--- config.mk ---
export PLATFORM = sky130hd
export DESIGN_NAME = mul_div_unit
export DESIGN_NICKNAME = d
export VERILOG_FILES = /design/src/rtl/mdu_pkg.sv /design/src/rtl/mul_div_unit.sv
export SDC_FILE = /design/constraint.sdc
export NUM_CORES = 1
export LEC_CHECK = 0
export BUFFER_PORTS_ARGS = -buffer_cell sky130_fd_sc_hd__buf_2
export CELL_PAD_IN_SITES_DETAIL_PLACEMENT = 1
export CELL_PAD_IN_SITES_GLOBAL_PLACEMENT = 2
export CORE_ASPECT_RATIO = 1.75
export CORE_MARGIN = 1.5
export CORE_UTILIZATION = 40
export DETAILED_ROUTE_END_ITERATION = 6
export PLACE_DENSITY_LB_ADDON = 0.1
export SLEW_MARGIN = 5
export SYNTH_ARGS = -nofsm -noshare
export SYNTH_HDL_FRONTEND = slang
export SYNTH_SLANG_ARGS = --single-unit
--- constraint.sdc ---
create_clock -name clk -period 6.2 [get_ports clk]
set_clock_uncertainty 0.1 [all_clocks]
set_input_delay 0.31 -clock clk [delete_from_list [all_inputs] [get_ports clk]]
set_output_delay 0.31 -clock clk [all_outputs]
set_load 0.05 [all_outputs]
--- src/rtl/mdu_pkg.sv ---
// Shared types for the iterative multiply/divide unit.
package mdu_pkg;

    typedef enum logic [1:0] {
        MDU_MUL   = 2'b00,
        MDU_MULHU = 2'b01,
        MDU_DIVU  = 2'b10,
        MDU_REMU  = 2'b11
    } mdu_op_e;

    typedef enum logic [1:0] {
        IDLE = 2'b00,
        CALC = 2'b01,
        DONE = 2'b10
    } state_e;

    function automatic logic is_div(mdu_op_e o);
        return (o == MDU_DIVU) || (o == MDU_REMU);
    endfunction

endpackage

--- src/rtl/mul_div_unit.sv ---
// Iterative unsigned multiply/divide: one shift-add or restoring shift-subtract step per clock.
// acc_q holds the product high half or the remainder; lo_q holds multiplier/product low or quotient.
module mul_div_unit
    import mdu_pkg::*;
#(
    parameter int unsigned WIDTH = 32
) (
    input  logic             clk,
    input  logic             rst_n,
    input  logic             start,
    input  logic [1:0]       op,
    input  logic [WIDTH-1:0] operand_a,
    input  logic [WIDTH-1:0] operand_b,
    output logic             ready,
    output logic             busy,
    output logic             done,
    output logic [WIDTH-1:0] result,
    output logic             div_by_zero
);

    localparam int unsigned CntW = $clog2(WIDTH);

    state_e           state_q, state_d;
    mdu_op_e          op_q, op_d;
    logic [WIDTH-1:0] m_q, m_d;
    logic [WIDTH-1:0] lo_q, lo_d;
    logic [WIDTH-1:0] acc_q, acc_d;
    logic [CntW-1:0]  cnt_q, cnt_d;
    logic [WIDTH-1:0] result_q, result_d;
    logic             dbz_q, dbz_d;

    logic [WIDTH:0]   sum;
    logic [WIDTH:0]   shifted;
    logic [WIDTH:0]   diff;
    logic [WIDTH-1:0] step_acc;
    logic [WIDTH-1:0] step_lo;
    mdu_op_e          op_in;

    assign op_in = mdu_op_e'(op);

    // One iteration of the selected algorithm on the current registers.
    always_comb begin
        sum      = {1'b0, acc_q} + (lo_q[0] ? {1'b0, m_q} : '0);
        shifted  = {acc_q, lo_q[WIDTH-1]};
        diff     = shifted - {1'b0, m_q};
        step_acc = acc_q;
        step_lo  = lo_q;
        if (is_div(op_q)) begin
            if (!diff[WIDTH]) begin
                step_acc = diff[WIDTH-1:0];
                step_lo  = {lo_q[WIDTH-2:0], 1'b1};
            end else begin
                step_acc = shifted[WIDTH-1:0];
                step_lo  = {lo_q[WIDTH-2:0], 1'b0};
            end
        end else begin
            step_acc = sum[WIDTH:1];
            step_lo  = {sum[0], lo_q[WIDTH-1:1]};
        end
    end

    always_comb begin
        state_d  = state_q;
        op_d     = op_q;
        m_d      = m_q;
        lo_d     = lo_q;
        acc_d    = acc_q;
        cnt_d    = cnt_q;
        result_d = result_q;
        dbz_d    = dbz_q;
        unique case (state_q)
            IDLE, DONE: begin
                state_d = IDLE;
                if (start) begin
                    op_d  = op_in;
                    acc_d = '0;
                    cnt_d = '0;
                    if (is_div(op_in)) begin
                        m_d  = operand_b;
                        lo_d = operand_a;
                    end else begin
                        m_d  = operand_a;
                        lo_d = operand_b;
                    end
                    if (is_div(op_in) && (operand_b == '0)) begin
                        result_d = (op_in == MDU_DIVU) ? '1 : operand_a;
                        dbz_d    = 1'b1;
                        state_d  = DONE;
                    end else begin
                        state_d = CALC;
                    end
                end
            end
            CALC: begin
                acc_d = step_acc;
                lo_d  = step_lo;
                cnt_d = cnt_q + 1'b1;
                if (cnt_q == CntW'(WIDTH - 1)) begin
                    result_d = ((op_q == MDU_MUL) || (op_q == MDU_DIVU)) ? step_lo : step_acc;
                    dbz_d    = 1'b0;
                    state_d  = DONE;
                end
            end
            default: state_d = IDLE;
        endcase
    end

    always_ff @(posedge clk or negedge rst_n) begin
        if (!rst_n) begin
            state_q  <= IDLE;
            op_q     <= MDU_MUL;
            m_q      <= '0;
            lo_q     <= '0;
            acc_q    <= '0;
            cnt_q    <= '0;
            result_q <= '0;
            dbz_q    <= 1'b0;
        end else begin
            state_q  <= state_d;
            op_q     <= op_d;
            m_q      <= m_d;
            lo_q     <= lo_d;
            acc_q    <= acc_d;
            cnt_q    <= cnt_d;
            result_q <= result_d;
            dbz_q    <= dbz_d;
        end
    end

    assign ready       = (state_q == IDLE) || (state_q == DONE);
    assign busy        = (state_q == CALC);
    assign done        = (state_q == DONE);
    assign result      = result_q;
    assign div_by_zero = dbz_q;

endmodule

==> flow_metrics.py <==
metrics = {
    "synth": {
        "ys_seq_area_share_pct": 30.6,
        "synth_edf_count": 0,
        "yosysTopAreaCellShare_pct": 30.6,
        "syn-mean-instance-area_um2": 8.30,
        "ys.flop_type": "dfrtp_1",
        "synth_area_leaders": "dfrtp_1 (31%), mux2i_1 (11%), ha_1 (7.3%)",
        "yosysWarningCount": 0,
        "yosys.area.top_type": "dfrtp_1",
        "yosys.cell_count.top_type": "nor2_1",
        "ys_seq_elements": 138,
        "syn-num-nets": 1499,
        "synthTopCellsByCount": "nor2_1 (147), dfrtp_1 (138), a21oi_1 (130)",
        "netlist_instances": 1362,
        "netlist_area_um2": 11300,
        "async_reset_ff_share_pct": 100,
        "ys_types": 65,
    },
    "drt": {
        "drc": 0,
        "wl_per_cell_um": 24.6,
        "via_count": 10900,
        "drt-initial-drc-count": 560,
        "vias_per_cell": 6.06,
        "drt_wl_total_mm": 44.3,
        "firstDrtPassIters": 5,
        "antenna_left": 0,
    },
    "clock_tree": {
        "cts_tree": "yes",
        "cts_buffers": 17,
        "clockBufferDepth": 2,
        "clkTransAtPathRegs_ns": 0.06,
        "clockRootBuffer": "clkbuf_16",
        "clk_latency_ns": 0.45,
        "ctsResizeCount": 0,
        "cts.sinks": 138,
        "ctsHtreeMaxLevel": 4,
    },
    "die": {
        "coreArea_um2": 27900,
        "fp.dieArea_um2": 29300,
        "die_x_um": 130,
        "io_pins": 105,
        "initial_core_util_pct": 40.6,
        "rows": 81,
        "die-height_um": 225,
    },
    "place": {
        "portBuffers": 104,
        "dp_hpwl_mm": 32.7,
        "dp_slack_ns": 1.98,
        "place_congestion": 0.894,
    },
    "global_route": {
        "grt_usage_pct": 31.2,
        "grt_pass1_wl_mm": 68.1,
        "grt-ovfl-total": 0,
        "grt_antenna_before_repair": 0,
        "grt_max_degree": 73,
        "grt_pass1_vias": 11500,
    },
    "timing": {
        "worstMarginPinSlew_ns": 1.07,
        "max_freq_mhz": 234,
        "period_needed_ns": 4.28,
        "setup_viol": 0,
        "fin_ws_ns": 1.92,
        "slew_headroom_pct": 28.4,
        "fin_crit_sh_pct": 69.1,
        "grt_setup_unrepaired": "no",
        "slew_violations": 0,
        "tns_ns": 0,
        "hold_viol": 0,
    },
    "worst_setup_path": {
        "path_cells": "inv_1 -> ha_1 -> fa_1 -> nand2b_1 -> a21oi_1 -> o211a_1 -> o211a_1 -> or4_1 -> o211ai_4 -> buf_4 -> o21ai_0 -> a211oi_1 -> o31ai_1",
        "endpoint_kind": "register",
        "cp_common_cell": "o211a_1",
        "crit_start": "lo_q[31]",
        "max_stage_delay_ns": 0.60,
        "reg2reg_slack_ns": 1.92,
        "start_kind": "register",
        "crit_arrival_ns": 4.49,
        "required_ns": 6.41,
        "worstSetupPathType": "register to register",
        "cp_num_cells": 13,
        "worst-path-buf-inv": 2,
        "cp_top_family": "compound AO/OA/AOI/OAI gates",
        "reg2reg_depth": 13,
        "rr_startpoint": "lo_q[31]",
        "path_max_fanout": 57,
        "slowest_stage": "buf_4",
    },
    "finish": {
        "diodes": 0,
        "nNetsFinal": 1553,
        "fill_cells": 3400,
        "synthToLayoutAreaGrowth_pct": 13.3,
        "layout-drive-gt1-share_pct": 12.3,
    },
    "hold_path": {
        "hold_path_class": "input port to register",
        "hold_start": "operand_a[12]",
        "hold_depth": 3,
    },
    "flow_run": {
        "drv_cap": 0,
    },
    "run_status": {
        "status": "complete, no violations",
    },
}
## registers in the layout, indices dropped and copies added, names as in the netlist
| name | count |
|---|---|
| div_by_zero | 1 |
| acc_q | 32 |
| lo_q | 32 |
| m_q | 32 |
| result | 32 |
| cnt_q | 5 |
| state_q | 2 |
| op_q | 2 |
## tightest hold or removal path: stages
cell and delay (ns):
buf_2 0.10, mux2i_1 0.06, o21ai_0 0.13
## repair_timing
action,CTS,global route
buffers inserted,0,0
hold buffers,2,0
hold endpoints to repair,72,0
## placed cells by master (no fill, tap or decap), types with 17 or more instances in the layout
master     netlist  final
mux2i_1        120    120
ha_1            66     66
a31oi_1         20     20
a21oi_1        130    130
nand2_1        104    101
o21ai_0         84     84
inv_1           43     43
nor2_1         147    146
nand3_1         31     31
nor3_1          23     23
and2_1          37     37
o221ai_1        23     23
a21o_1          45     45
clkbuf_16        0     17
xnor2_1         28     28
xor2_1          29     29
a22o_1          18     18
o21ai_1         19     19
buf_2            4    102
o211ai_1        18     18
dfrtp_1        138    137
buf_4            3     17
## final timing paths
path | endpoint
worst max-delay path | result[26]
worst min-delay path | lo_q[12]
worst max register to register | result[26]
worst min register to register | div_by_zero
max in group asynchronous | op_q[1]
min in group asynchronous | lo_q[10]
## layout make-up
cell class                      count  area (um^2)  area share (%)
Multi-Input combinational cell   1093         7350            57.4
Clock inverter                     12          241            1.89
Clock buffer                       20          457            3.57
Tap cell                          373          467            3.65
Timing Repair Buffer              122          669            5.23
Sequential cell                   138         3450            27.0
Inverter                           44          165            1.29
## metrics by stage
step	util (%)	area, um^2	instances	hold WS, ns
final	45.9	12800	1802	0.0873
after global routing	45.9	12800	1802	0.112
after CTS	45.9	12800	1802	0.0725
after detailed placement	43.4	12100	1768	0.299
after global placement	43.4	12100	1768	0.295
after floorplan	-	11300	1362	-0.0856
## logic make-up after synthesis
family / share of synthesized area (%)
adder cells (fa/ha/maj): 7.66
XOR/XNOR: 4.42
flip-flops: 30.6
AO/OA/AOI/OAI: 25.0
AND/OR/NAND/NOR: 16.7
buffers and inverters: 4.76
multiplexers: 10.9
## per-layer routing
metal / wire length (um) / vias to the layer above / global-route usage, %
met2: 22000 / 264 / 52.9
met3: 1940 / 69 / 5.01
met5: 0 / - / 0
met1: 19000 / 5529 / 39.8
met4: 1320 / 0 / 10.7
li1: - / 5056 / -
Power is left out: the tool's default activity adds up to more than one toggle a clock period on the data nets, which glitch-free logic cannot reach.
